### src/rtl/result_collector_pkg.sv
// Shared definitions for the result collector and its bit counter:
// multiplexer code width, function codes, FSM state encoding and a
// reduction helper used by the optional parity output (RESULT_PARITY_EN).
package result_collector_pkg;

  // Width of the multiplexer function code.
  localparam int MUX_WIDTH = 3;

  // Function codes selected by the multiplexer.
  typedef enum logic [MUX_WIDTH-1:0] {
    FN_AND        = 3'b000,
    FN_OR         = 3'b001,
    FN_XOR        = 3'b010,
    FN_ADDER      = 3'b011,
    FN_SUBTRACTOR = 3'b100
  } fn_e;

  // Collector FSM states.
  typedef enum logic [1:0] {
    ST_IDLE  = 2'b00,
    ST_SHIFT = 2'b01,
    ST_HOLD  = 2'b10
  } state_e;

  // Even parity (XOR of all bits) of an assembled word.
  function automatic logic word_parity(input logic [63:0] word);
    return ^word;
  endfunction

endpackage

### src/rtl/result_collector_bit_counter.sv
// Saturating bit counter: synchronous clear, count enable and a
// terminal-count flag at WIDTH-1. Shared with the operand serializer.
module result_collector_bit_counter #(
  parameter int WIDTH     = 8,
  parameter int CNT_WIDTH = $clog2(WIDTH)
) (
  input  logic                 clk_i,
  input  logic                 rst_n_i,
  input  logic                 clear_i,
  input  logic                 en_i,
  output logic [CNT_WIDTH-1:0] count_o,
  output logic                 tc_o
);

  localparam logic [CNT_WIDTH-1:0] LAST = CNT_WIDTH'(WIDTH - 1);

  assign tc_o = (count_o == LAST);

  // Count accepted bits; clear wins over enable, and the count stops at LAST.
  always_ff @(posedge clk_i or negedge rst_n_i) begin
    if (!rst_n_i) begin
      count_o <= '0;
    end else if (clear_i) begin
      count_o <= '0;
    end else if (en_i && !tc_o) begin
      count_o <= count_o + 1'b1;
    end
  end

endmodule

### src/rtl/result_collector.sv
// Result collector: assembles the LSB-first serial result stream into a
// DATA_WIDTH-bit word, tags it with the function code latched at start,
// flags a zero result and hands the word off over valid/ready.
// Optional parity output is enabled by defining RESULT_PARITY_EN.
module result_collector
  import result_collector_pkg::*;
#(
  parameter int DATA_WIDTH = 8
) (
  input  logic                  clk_i,
  input  logic                  rst_n_i,
  input  logic                  start_i,
  input  logic [MUX_WIDTH-1:0]  f_i,
  input  logic                  bit_valid_i,
  input  logic                  result_i,
  input  logic                  ready_i,
  output logic                  busy_o,
  output logic                  valid_o,
  output logic [DATA_WIDTH-1:0] data_o,
  output logic [MUX_WIDTH-1:0]  op_o,
  output logic                  zero_o
`ifdef RESULT_PARITY_EN
  ,
  output logic                  parity_o
`endif
);

  localparam int CNT_WIDTH = $clog2(DATA_WIDTH);

  state_e                state;
  logic [DATA_WIDTH-2:0] shreg;
  logic [MUX_WIDTH-1:0]  op_q;
  logic [DATA_WIDTH-1:0] shift_word;
  logic [CNT_WIDTH-1:0]  bit_count;
  logic                  last_bit;
  logic                  count_clear;
  logic                  count_en;

  // Word as it would look with the current bit shifted in. The previous
  // DATA_WIDTH-1 bits live in shreg, so after the final bit this is the
  // complete result with the first accepted bit at position 0.
  assign shift_word = {result_i, shreg};

  // A start outside HOLD clears the count; bits count only while shifting.
  assign count_clear = start_i && (state != ST_HOLD);
  assign count_en    = (state == ST_SHIFT) && bit_valid_i && !start_i;

  result_collector_bit_counter #(
    .WIDTH     (DATA_WIDTH),
    .CNT_WIDTH (CNT_WIDTH)
  ) u_bit_counter (
    .clk_i   (clk_i),
    .rst_n_i (rst_n_i),
    .clear_i (count_clear),
    .en_i    (count_en),
    .count_o (bit_count),
    .tc_o    (last_bit)
  );

  // Collector FSM with registered handshake, data and flag outputs.
  // NOTE: sequential state uses non-blocking assignments so every register
  // samples pre-edge values regardless of statement order.
  always_ff @(posedge clk_i or negedge rst_n_i) begin
    if (!rst_n_i) begin
      // NOTE: the shift register is reset too, so an aborted partial word
      // can never leak into a later result.
      state   <= ST_IDLE;
      busy_o  <= 1'b0;
      valid_o <= 1'b0;
      data_o  <= '0;
      op_o    <= '0;
      zero_o  <= 1'b0;
      shreg   <= '0;
      op_q    <= '0;
`ifdef RESULT_PARITY_EN
      parity_o <= 1'b0;
`endif
    end else begin
      case (state)
        ST_IDLE: begin
          // Bits arriving in IDLE, even alongside start, are dropped.
          if (start_i) begin
            state  <= ST_SHIFT;
            busy_o <= 1'b1;
            shreg  <= '0;
            op_q   <= f_i;
          end
        end

        ST_SHIFT: begin
          if (start_i) begin
            // Abort and restart: the bit presented this cycle is discarded.
            shreg <= '0;
            op_q  <= f_i;
          end else if (bit_valid_i) begin
            shreg <= shift_word[DATA_WIDTH-1:1];
            if (last_bit) begin
              state   <= ST_HOLD;
              busy_o  <= 1'b0;
              valid_o <= 1'b1;
              data_o  <= shift_word;
              op_o    <= op_q;
              zero_o  <= ~|shift_word;
`ifdef RESULT_PARITY_EN
              parity_o <= word_parity(64'(shift_word));
`endif
            end
          end
        end

        ST_HOLD: begin
          // Outputs stay frozen until the consumer takes the word.
          if (ready_i) begin
            state   <= ST_IDLE;
            valid_o <= 1'b0;
          end
        end

        default: begin
          state   <= ST_IDLE;
          busy_o  <= 1'b0;
          valid_o <= 1'b0;
        end
      endcase
    end
  end

endmodule

### config.mk
export PLATFORM = sky130hd
export DESIGN_NAME = result_collector
export DESIGN_NICKNAME = d
export VERILOG_FILES = /design/src/rtl/result_collector_pkg.sv /design/src/rtl/result_collector_bit_counter.sv /design/src/rtl/result_collector.sv
export SDC_FILE = /design/constraint.sdc
export NUM_CORES = 1
export LEC_CHECK = 0
export ABC_AREA = 1
export CORE_MARGIN = 5
export CORE_UTILIZATION = 55
export CTS_CLUSTER_SIZE = 14
export DETAILED_ROUTE_END_ITERATION = 7
export DONT_BUFFER_PORTS = 1
export PLACE_DENSITY = 0.7
export SLEW_MARGIN = 20
export SYNTH_ARGS = -nofsm -noshare
export SYNTH_HDL_FRONTEND = slang
export SYNTH_HIERARCHICAL = 1
export SYNTH_SLANG_ARGS = --single-unit
### constraint.sdc
create_clock -name clk_i -period 1.9 [get_ports clk_i]
set_input_delay 0.095 -clock clk_i [delete_from_list [all_inputs] [get_ports clk_i]]
set_output_delay 0.095 -clock clk_i [all_outputs]
set_load 0.05 [all_outputs]
==> flow_metrics.env <==
export IMPL_drive_above_1_share=0.1250
export IMPL_powerDensity_mw_per_mm2=1098
export IMPL_fp_row_count=17
export IMPL_finalHoldViolations=0
export IMPL_h_tree_depth=2
export IMPL_register_area_um2=725.7
export IMPL_leakage_nw=0.8005
export IMPL_insertion_delay_ns=0.33
export IMPL_areaGrowthSynthToFinish_pct=13.19
export IMPL_maxCapViolCount=0
export IMPL_die_h_um=58.08
export IMPL_hpwlAfterDp_um=1605
export IMPL_fill_cells=196
export IMPL_synth_avg_cell_area_um2=8.648
export IMPL_final_cells=188
export IMPL_vias_per_cell=5.069
export IMPL_grt_setup_unrepaired="false"
export IMPL_drc_errors=0
export IMPL_grt_pass1_vias=970
export IMPL_r2r_end="data_o[5]"
export IMPL_die_area_mm2=0.003373
export IMPL_grt_start_max_net_pins=30
export IMPL_ff2ff_path_depth=6
export IMPL_routed_wirelength_um=2246
export IMPL_wire_per_inst_um=11.95
export IMPL_pin_count=23
export IMPL_finalCritPeriodShare=0.8682
export IMPL_crit_chain="ha_1, ha_1, nand3_2, nor2_4, nand2_1, nand2_1"
export IMPL_gr_usage_met3=0.08909
export IMPL_cp_max_fo=14
export IMPL_grt_total_usage=0.1566
export IMPL_diodes=0
export IMPL_cts_max_path_buffers=2
export IMPL_grt_use_met1=0.1745
export IMPL_multi_input_area_um2=471.7
export IMPL_coreArea_mm2=0.002212
export IMPL_vias=953
export IMPL_dpl_cell_area_mm2=0.001279
export IMPL_worstMarginPinSlew_ns=0.4888
export IMPL_finClkSkew_ns=0.007893
export IMPL_synth_distinct_cells=16
export IMPL_drv_slew=0
export IMPL_synth_seq_cells=29
export IMPL_max_freq_mhz=606.2
export IMPL_min_from="start_i"
export IMPL_rr_startpoint="u_bit_counter/count_o[0]"
export IMPL_synth_seq_area_share=0.5709
export IMPL_path_class="reg -> reg"
export IMPL_synth_cells=147
export IMPL_syn_num_nets=158
export IMPL_detail_route_antenna_nets=0
export IMPL_whs_ns=0.06131
export IMPL_reg2reg_slack_ns=0.25
export IMPL_cts_sinks=29
export IMPL_antenna_found_initial=0
export IMPL_final_util=0.6505
export IMPL_status="complete, no violations"
export IMPL_crit_arrival_ns=1.92
export IMPL_cts_resized=0
export IMPL_drt_iter0_drc=14
export IMPL_end_kind="flip-flop"
export IMPL_syn_cell_area_mm2=0.001271
export IMPL_slew_headroom=0.6741
export IMPL_grt_pass1_wl_um=3974
export IMPL_worst_path_max_delay_cell="dfrtp_1"
export IMPL_die_w_um=58.08
export IMPL_place_inst=172
export IMPL_cp_data_required_time_ns=2.17
export IMPL_drtPass1Iterations=4
export IMPL_min_to="op_q[2]"
export IMPL_tritoncts="yes"
export IMPL_start_kind="flip-flop"
export IMPL_hold_depth=3
export IMPL_critPathTopFamily="simple AND/OR/NAND/NOR gates"
export IMPL_ir_drop_uv=1191
export IMPL_critical_path_max_stage_delay_ns=0.39
export IMPL_clk_pin_slew_ns=0.09
export IMPL_yosysWarningCount=6
export IMPL_setup_violations=0
export IMPL_numPortBuffers=0
export IMPL_fin_crit_ns=1.650
export IMPL_use_met2=0.2484
export IMPL_holdCritPathClass="in -> reg"
export IMPL_start_util=0.5747
export IMPL_numCtsBuffers=5
export IMPL_critPathBufInv=0
export IMPL_fin_tns_setup_ns=0
export IMPL_grt_busiest_layer="met2"
export IMPL_gp_congestion=0.7612
export IMPL_gr_total_overflow=0
export IMPL_nets=170
export IMPL_cts_root_buffer="clkbuf_4"
export IMPL_final_design_area_no_fill_mm2=0.001439
## layout make-up
type | instances | share of cell area
Clock buffer | 7 | 0.04522
Multi-Input combinational cell | 103 | 0.3278
Tap cell | 28 | 0.02435
Timing Repair Buffer | 8 | 0.06261
Inverter | 12 | 0.03217
Sequential cell | 29 | 0.5043
Clock inverter | 1 | 0.003478
## worst register-to-register path: cells and delay by family, from the launching register on
| family | cells | cell delay [ns] |
|---|---|---|
| and+or+nand+nor | 4 | 0.79 |
| DFF | 1 | 0.39 |
| adders and majority gates | 2 | 0.42 |
## synth_stat cells (all sizes together)
library cell   n  area (um2)
ha             2       25.02
nand3          7       40.04
a21oi          3       15.01
clkbuf         1       5.000
inv           11       41.29
dfrtp         29       725.7
nor2          12       75.07
o21ai         14       70.07
buf            2       22.52
nand2         65       246.5
clkinv         1       5.000
## cells by family (layout without fill, tap and decap cells)
logic type      after synthesis  count (layout)  share of synthesized area
buf+inv                      15              28                    0.05806
fa+ha+maj                     2               2                    0.01968
simple gates                 84              84                     0.2845
compound gates               17              17                    0.06693
flops                        29              29                     0.5709
## worst max-delay path by stage
stage                        startpoint         to  slack, ns  cells past startpoint
4_1_cts        u_bit_counter/count_o[0]    op_o[2]       0.25                      6
2_1_floorplan  u_bit_counter/count_o[0]  data_o[7]       0.51                      6
5_1_grt        u_bit_counter/count_o[0]  data_o[4]       0.08                      6
3_3_place_gp   u_bit_counter/count_o[0]  data_o[5]       0.33                      6
6_report       u_bit_counter/count_o[0]  data_o[5]       0.25                      6
3_5_place_dp   u_bit_counter/count_o[0]    op_o[2]       0.27                      6
## metrics by stage
stage | power [mW] | setup WS [ns]
after CTS | 1.599 | 0.2499
after global placement | 1.129 | 0.3339
after floorplan | 1.098 | 0.5110
after detailed placement | 1.145 | 0.2684
after global routing | 1.690 | 0.08449
final | 1.580 | 0.2504
## state kept, by name (all words and copies together) (netlist names)
name and cells:
shreg 7, valid_o 1, busy_o 1, zero_o 1, data_o 8, u_bit_counter/count_o 3
op_q 3, state 2, op_o 3
## layer usage
metal | routed length (um) | part of all wire
met3 | 198 | 0.088
met1 | 1020 | 0.45
met5 | 0 | 0
met4 | 44 | 0.020
met2 | 983 | 0.44
## repair_timing
| action | CTS | global route |
|---|---|---|
| setup buffers | 0 | 0 |
| hold buffers | 8 | 0 |
| endpoints found under the hold margin | 43 | 0 |
## placed cells by master (no fill, tap or decap), types with 4 or more instances in the layout
cell type | synthesis | routed
nand3_1 | 6 | 6
o21ai_1 | 8 | 8
dlygate4sd3_1 | 0 | 7
clkbuf_4 | 0 | 5
nor2_4 | 4 | 4
dfrtp_1 | 29 | 29
inv_2 | 4 | 4
inv_1 | 7 | 7
o21ai_0 | 6 | 6
nor2_1 | 8 | 8
nand2_1 | 64 | 64
## power breakdown
group	switching, mW	total, mW	internal [mW]
logic	0.209	0.307	0.0984
clock network	0.207	0.421	0.214
registers	0.148	0.852	0.703
Note: power is estimated with default switching activity, not from simulation.
